**src/rtl/cordic_floatingpoint_addsub_pipe_adder.sv**
```systemverilog
// Pipelined carry-lookahead add/subtract for the CORDIC mantissa datapath, with valid/ready flow.
// Optional macro CORDIC_ADDSUB_OVF_EN adds a registered two's-complement overflow output oOvf.
module cordic_floatingpoint_addsub_pipe_adder #(
  parameter int unsigned WIDTH         = 24,
  parameter int unsigned BLOCK         = 4,
  parameter int unsigned BLK_PER_STAGE = 2
) (
  input  logic             iClk,
  input  logic             iRst,
  input  logic             iValid,
  output logic             oReady,
  input  logic [WIDTH-1:0] iA,
  input  logic [WIDTH-1:0] iB,
  input  logic             iAddSub,
  output logic             oValid,
  input  logic             iReady,
  output logic [WIDTH-1:0] oS,
  output logic             oC
`ifdef CORDIC_ADDSUB_OVF_EN
  ,
  output logic             oOvf
`endif
);

  localparam int W    = int'(WIDTH);
  localparam int BLK  = int'(BLOCK);
  localparam int BPS  = int'(BLK_PER_STAGE);
  localparam int NBLK = (W + BLK - 1) / BLK;
  localparam int LAT  = (NBLK + BPS - 1) / BPS;

  // Entry k holds the state leaving stage k; entry LAT-1 is the output register.
  logic [WIDTH-1:0] a_q [LAT];
  logic [WIDTH-1:0] a_d [LAT];
  logic [WIDTH-1:0] b_q [LAT];
  logic [WIDTH-1:0] b_d [LAT];
  logic [WIDTH-1:0] s_q [LAT];
  logic [WIDTH-1:0] s_d [LAT];
  logic             c_q [LAT];
  logic             c_d [LAT];
  logic             m_q [LAT];
  logic             m_d [LAT];
  logic             v_q [LAT];
  logic             v_d [LAT];

`ifdef CORDIC_ADDSUB_OVF_EN
  logic ovf_q, ovf_d;
`endif

  logic advance;

  assign advance = !v_q[LAT-1] || iReady;
  assign oReady  = advance;
  assign oValid  = v_q[LAT-1];
  assign oS      = s_q[LAT-1];
  assign oC      = c_q[LAT-1];
`ifdef CORDIC_ADDSUB_OVF_EN
  assign oOvf    = ovf_q;
`endif

  always_comb begin
    logic [WIDTH-1:0] st_a [LAT];
    logic [WIDTH-1:0] st_b [LAT];
    logic [WIDTH-1:0] st_s [LAT];
    logic             st_c [LAT];
    logic             st_m [LAT];
    logic             st_v [LAT];
    logic [WIDTH-1:0] op_a, op_b, sum;
    logic             cy, c_bit, bg, bp, gi, pi;
`ifdef CORDIC_ADDSUB_OVF_EN
    logic             ci_msb;
    ci_msb = 1'b0;
`endif

    st_a[0] = iA;
    st_b[0] = iB ^ {WIDTH{iAddSub}};
    st_s[0] = '0;
    st_c[0] = iAddSub;
    st_m[0] = iAddSub;
    st_v[0] = iValid;
    for (int k = 1; k < LAT; k++) begin
      st_a[k] = a_q[k-1];
      st_b[k] = b_q[k-1];
      st_s[k] = s_q[k-1];
      st_c[k] = c_q[k-1];
      st_m[k] = m_q[k-1];
      st_v[k] = v_q[k-1];
    end

    for (int k = 0; k < LAT; k++) begin
      op_a = st_a[k];
      op_b = st_b[k];
      sum  = st_s[k];
      cy   = st_c[k];
      for (int blk = k * BPS; blk < (k + 1) * BPS && blk < NBLK; blk++) begin
        bg    = 1'b0;
        bp    = 1'b1;
        c_bit = cy;
        for (int i = blk * BLK; i < (blk + 1) * BLK && i < W; i++) begin
          gi     = op_a[i] & op_b[i];
          pi     = op_a[i] ^ op_b[i];
          sum[i] = pi ^ c_bit;
`ifdef CORDIC_ADDSUB_OVF_EN
          if (i == W - 1) ci_msb = c_bit;
`endif
          c_bit   = gi | (pi & c_bit);
          bg      = gi | (pi & bg);
          bp      = bp & pi;
          // Consumed operand bits are dropped so the skew registers trim away.
          op_a[i] = 1'b0;
          op_b[i] = 1'b0;
        end
        // Block carry-out from group generate/propagate; a narrow top block uses its own top bit.
        cy = bg | (bp & cy);
      end
      a_d[k] = op_a;
      b_d[k] = op_b;
      s_d[k] = sum;
      m_d[k] = st_m[k];
      v_d[k] = st_v[k];
      c_d[k] = (k == LAT - 1) ? (cy ^ st_m[k]) : cy;
    end

`ifdef CORDIC_ADDSUB_OVF_EN
    ovf_d = ci_msb ^ (c_d[LAT-1] ^ m_d[LAT-1]);
`endif
  end

  always_ff @(posedge iClk) begin
    if (iRst) begin
      for (int k = 0; k < LAT; k++) begin
        a_q[k] <= '0;
        b_q[k] <= '0;
        s_q[k] <= '0;
        c_q[k] <= 1'b0;
        m_q[k] <= 1'b0;
        v_q[k] <= 1'b0;
      end
`ifdef CORDIC_ADDSUB_OVF_EN
      ovf_q <= 1'b0;
`endif
    end else if (advance) begin
      for (int k = 0; k < LAT; k++) begin
        a_q[k] <= a_d[k];
        b_q[k] <= b_d[k];
        s_q[k] <= s_d[k];
        c_q[k] <= c_d[k];
        m_q[k] <= m_d[k];
        v_q[k] <= v_d[k];
      end
`ifdef CORDIC_ADDSUB_OVF_EN
      ovf_q <= ovf_d;
`endif
    end
  end

endmodule

```
**config.mk**
```make
export PLATFORM = sky130hd
export DESIGN_NAME = cordic_floatingpoint_addsub_pipe_adder
export DESIGN_NICKNAME = d
export VERILOG_FILES = /design/src/rtl/cordic_floatingpoint_addsub_pipe_adder.sv
export SDC_FILE = /design/constraint.sdc
export NUM_CORES = 1
export LEC_CHECK = 0
export BUFFER_PORTS_ARGS = -buffer_cell sky130_fd_sc_hd__buf_2
export CORE_MARGIN = 2
export CORE_UTILIZATION = 51
export CTS_CLUSTER_DIAMETER = 100
export DETAILED_ROUTE_END_ITERATION = 7
export HOLD_SLACK_MARGIN = 0.12
export MAX_ROUTING_LAYER = met4
export PLACE_DENSITY = 0.76
export SYNTH_ARGS = -nofsm -noshare
export SYNTH_HDL_FRONTEND = slang
export SYNTH_SLANG_ARGS = --single-unit
export TNS_END_PERCENT = 30
```
**constraint.sdc**
```tcl
create_clock -name iClk -period 4 [get_ports iClk]
set_clock_uncertainty 0.15 [all_clocks]
set_input_delay 0.8 -clock iClk [delete_from_list [all_inputs] [get_ports iClk]]
set_output_delay 0.8 -clock iClk [all_outputs]
set_load 0.01 [all_outputs]
```
==> flow_metrics.env <==
export IMPL_netlist_area_leader_share_pct=62.2
export IMPL_min_period_ps=3390
export IMPL_clk_pin_slew_worst_paths_ps=90
export IMPL_yosysSeqAreaShare_pct=62.2
export IMPL_cts_sinks=104
export IMPL_synth_area_per_cell_um2=13.9
export IMPL_final_area_um2=5790
export IMPL_ys_seq_elements=104
export IMPL_cts_setup_buffers=0
export IMPL_totalNegativeSetupSlack_ps=0
export IMPL_die_h_um=103
export IMPL_outcome="finished clean"
export IMPL_drtIter0Drc=110
export IMPL_grt_start_max_net_pins=54
export IMPL_globalRoute_totalOverflow=0
export IMPL_path_class="register to register"
export IMPL_ys_warnings_count=0
export IMPL_syn_nets=455
export IMPL_rows=36
export IMPL_wl_per_cell_um=13.2
export IMPL_drv_slew=0
export IMPL_grt_pass1_wl_um=12700
export IMPL_yosys_area_top_type="edfxtp_1"
export IMPL_clock_root_buffer="clkbuf_8"
export IMPL_fill_cells=796
export IMPL_start_util_pct=52.1
export IMPL_maxCapViolCount=0
export IMPL_viasPerCell=4.77
export IMPL_worst_setup_path_start_kind="register"
export IMPL_crit_required_ps=3950
export IMPL_numCtsBuffers=9
export IMPL_design_core_area_um2=9640
export IMPL_synth_area_leaders="edfxtp_1 62%, and2_1 9.0%, fa_1 6.8%"
export IMPL_antenna_found_initial=0
export IMPL_dpl_cell_area_um2=5570
export IMPL_ant_nets=0
export IMPL_gp_congestion=0.861
export IMPL_via_count=2762
export IMPL_synth_edf_count=104
export IMPL_mostFrequentLayoutCells="104 x edfxtp_1, 79 x buf_2, 72 x and2_1"
export IMPL_fin_util_pct=60.0
export IMPL_track_usage_pct=16.5
export IMPL_hold_violations=0
export IMPL_synthCells=361
export IMPL_htreeDepth=3
export IMPL_peakVddDrop_mv=0.180
export IMPL_worst_ep_arrival_time_ps=3340
export IMPL_die_area_um2=10600
export IMPL_drive_above_1_share_pct=22.9
export IMPL_ios=80
export IMPL_ys_types=32
export IMPL_nNetsFinal=535
export IMPL_final_instance_count_excl_fill=579
export IMPL_p_per_area_nw_per_um2=408
export IMPL_antenna_cells=0
export IMPL_holdBufCountCts=0
export IMPL_hold_ws_ps=374
export IMPL_dp_slack_ps=356
export IMPL_fp_dieW_um=103
export IMPL_wl_um=7670
export IMPL_finalPower_mw=2.36
export IMPL_ys_flop_type="edfxtp_1"
export IMPL_critPathMaxFanout=2
export IMPL_final_setup_viol_count=0
export IMPL_p_leak_nw=2.59
export IMPL_clock_latency_ps=360
export IMPL_port_buffers=79
export IMPL_max_slew_margin_pct=43.0
export IMPL_layout_cells_most_common="edfxtp_1"
export IMPL_worstMarginPinSlew_ps=853
export IMPL_drc=0
export IMPL_cts_tree="done"
export IMPL_synthArstFlopShare_pct=0
export IMPL_timing_final_crit_share_pct=84.8
export IMPL_finalWorstSetupSlack_ps=607
export IMPL_fmax_ghz=0.295
export IMPL_syn_area_um2=5020
export IMPL_ctsResizeCount=0
export IMPL_syn2layout_area_growth_pct=15.4
export IMPL_hold_class="register to register"
export IMPL_place_hpwl_um=5340
export IMPL_cp_end_kind="register"
export IMPL_clock_path_buffers=2
export IMPL_rsz0062_at_grt="false"
export IMPL_grt_pass1_vias=2779
export IMPL_place_inst=563
export IMPL_drtPass1Iterations=4
-- flip-flops by register name, summed over array words and instances (netlist names) --
signal,flops
a_q,24
b_q,24
c_q,3
m_q,2
s_q,48
v_q,3
-- routing by layer --
metal | vias up | global-route usage [%] | share of wire, %
li1 | 1395 | - | -
met3 | 12 | 3.76 | 4.8
met5 | - | - | 0
met1 | 1282 | 20.8 | 46
met2 | 73 | 26.0 | 48
met4 | 0 | 7.09 | 1.8
-- layout make-up --
cell class                 count  area (um^2)  area share, %
sequential                   104         3120           54.0
clock inverter                 7         93.8           1.62
timing repair buffer          84          433           7.48
multi-input combinational    222         1770           30.6
inverter                      20         75.1           1.30
clock buffer                   9          124           2.14
tap                          133          166           2.88
-- synthesized netlist by cell type (2+ instances only) --
cell type    n
a21oi_1      8
nor3_1       2
nand4_1      2
ha_1        24
nand2_1      6
xnor2_1     21
a211oi_1     2
nand2b_1     2
edfxtp_1   104
buf_2        4
clkbuf_1    11
inv_1       20
fa_1        17
nor2_1      35
xor2_1      10
o21ai_0      6
and2_1      72
-- critical path, cell delays in order (launching register included) --
cell      delay (ps)
edfxtp_1         410
ha_1             300
a211oi_1         290
nor2_1            80
o21ai_0          140
nand2b_1         130
fa_1             480
fa_1             460
fa_1             450
xnor2_1          170
nor2_1            50
-- kinds of logic after synthesis --
| logic type | share of synthesized area, % |
|---|---|
| AO/OA/AOI/OAI | 3.17 |
| XOR/XNOR | 5.41 |
| adder cells (fa/ha/maj) | 12.8 |
| buffers and inverters | 2.72 |
| flip-flops | 62.2 |
| multiplexers | 0.200 |
| AND/OR/NAND/NOR | 13.5 |
-- where the power goes --
group	leakage (nW)	internal [mW]	switching, mW
logic	1.26	0.144	0.161
clock network	0.108	0.354	0.353
registers	1.22	1.32	0.0333
total	2.59	1.81	0.547
-- final timing paths --
kind               from          to  slack, ps  cells past startpoint
min reg2reg  s_q[0][29]  s_q[0][53]        370                      1
max          a_q[0][40]  s_q[0][71]        610                     10
max reg2reg  a_q[0][40]  s_q[0][71]        610                     10
min          s_q[0][29]  s_q[0][53]        370                      1
No activity file was read; power rests on OpenSTA's default activity.
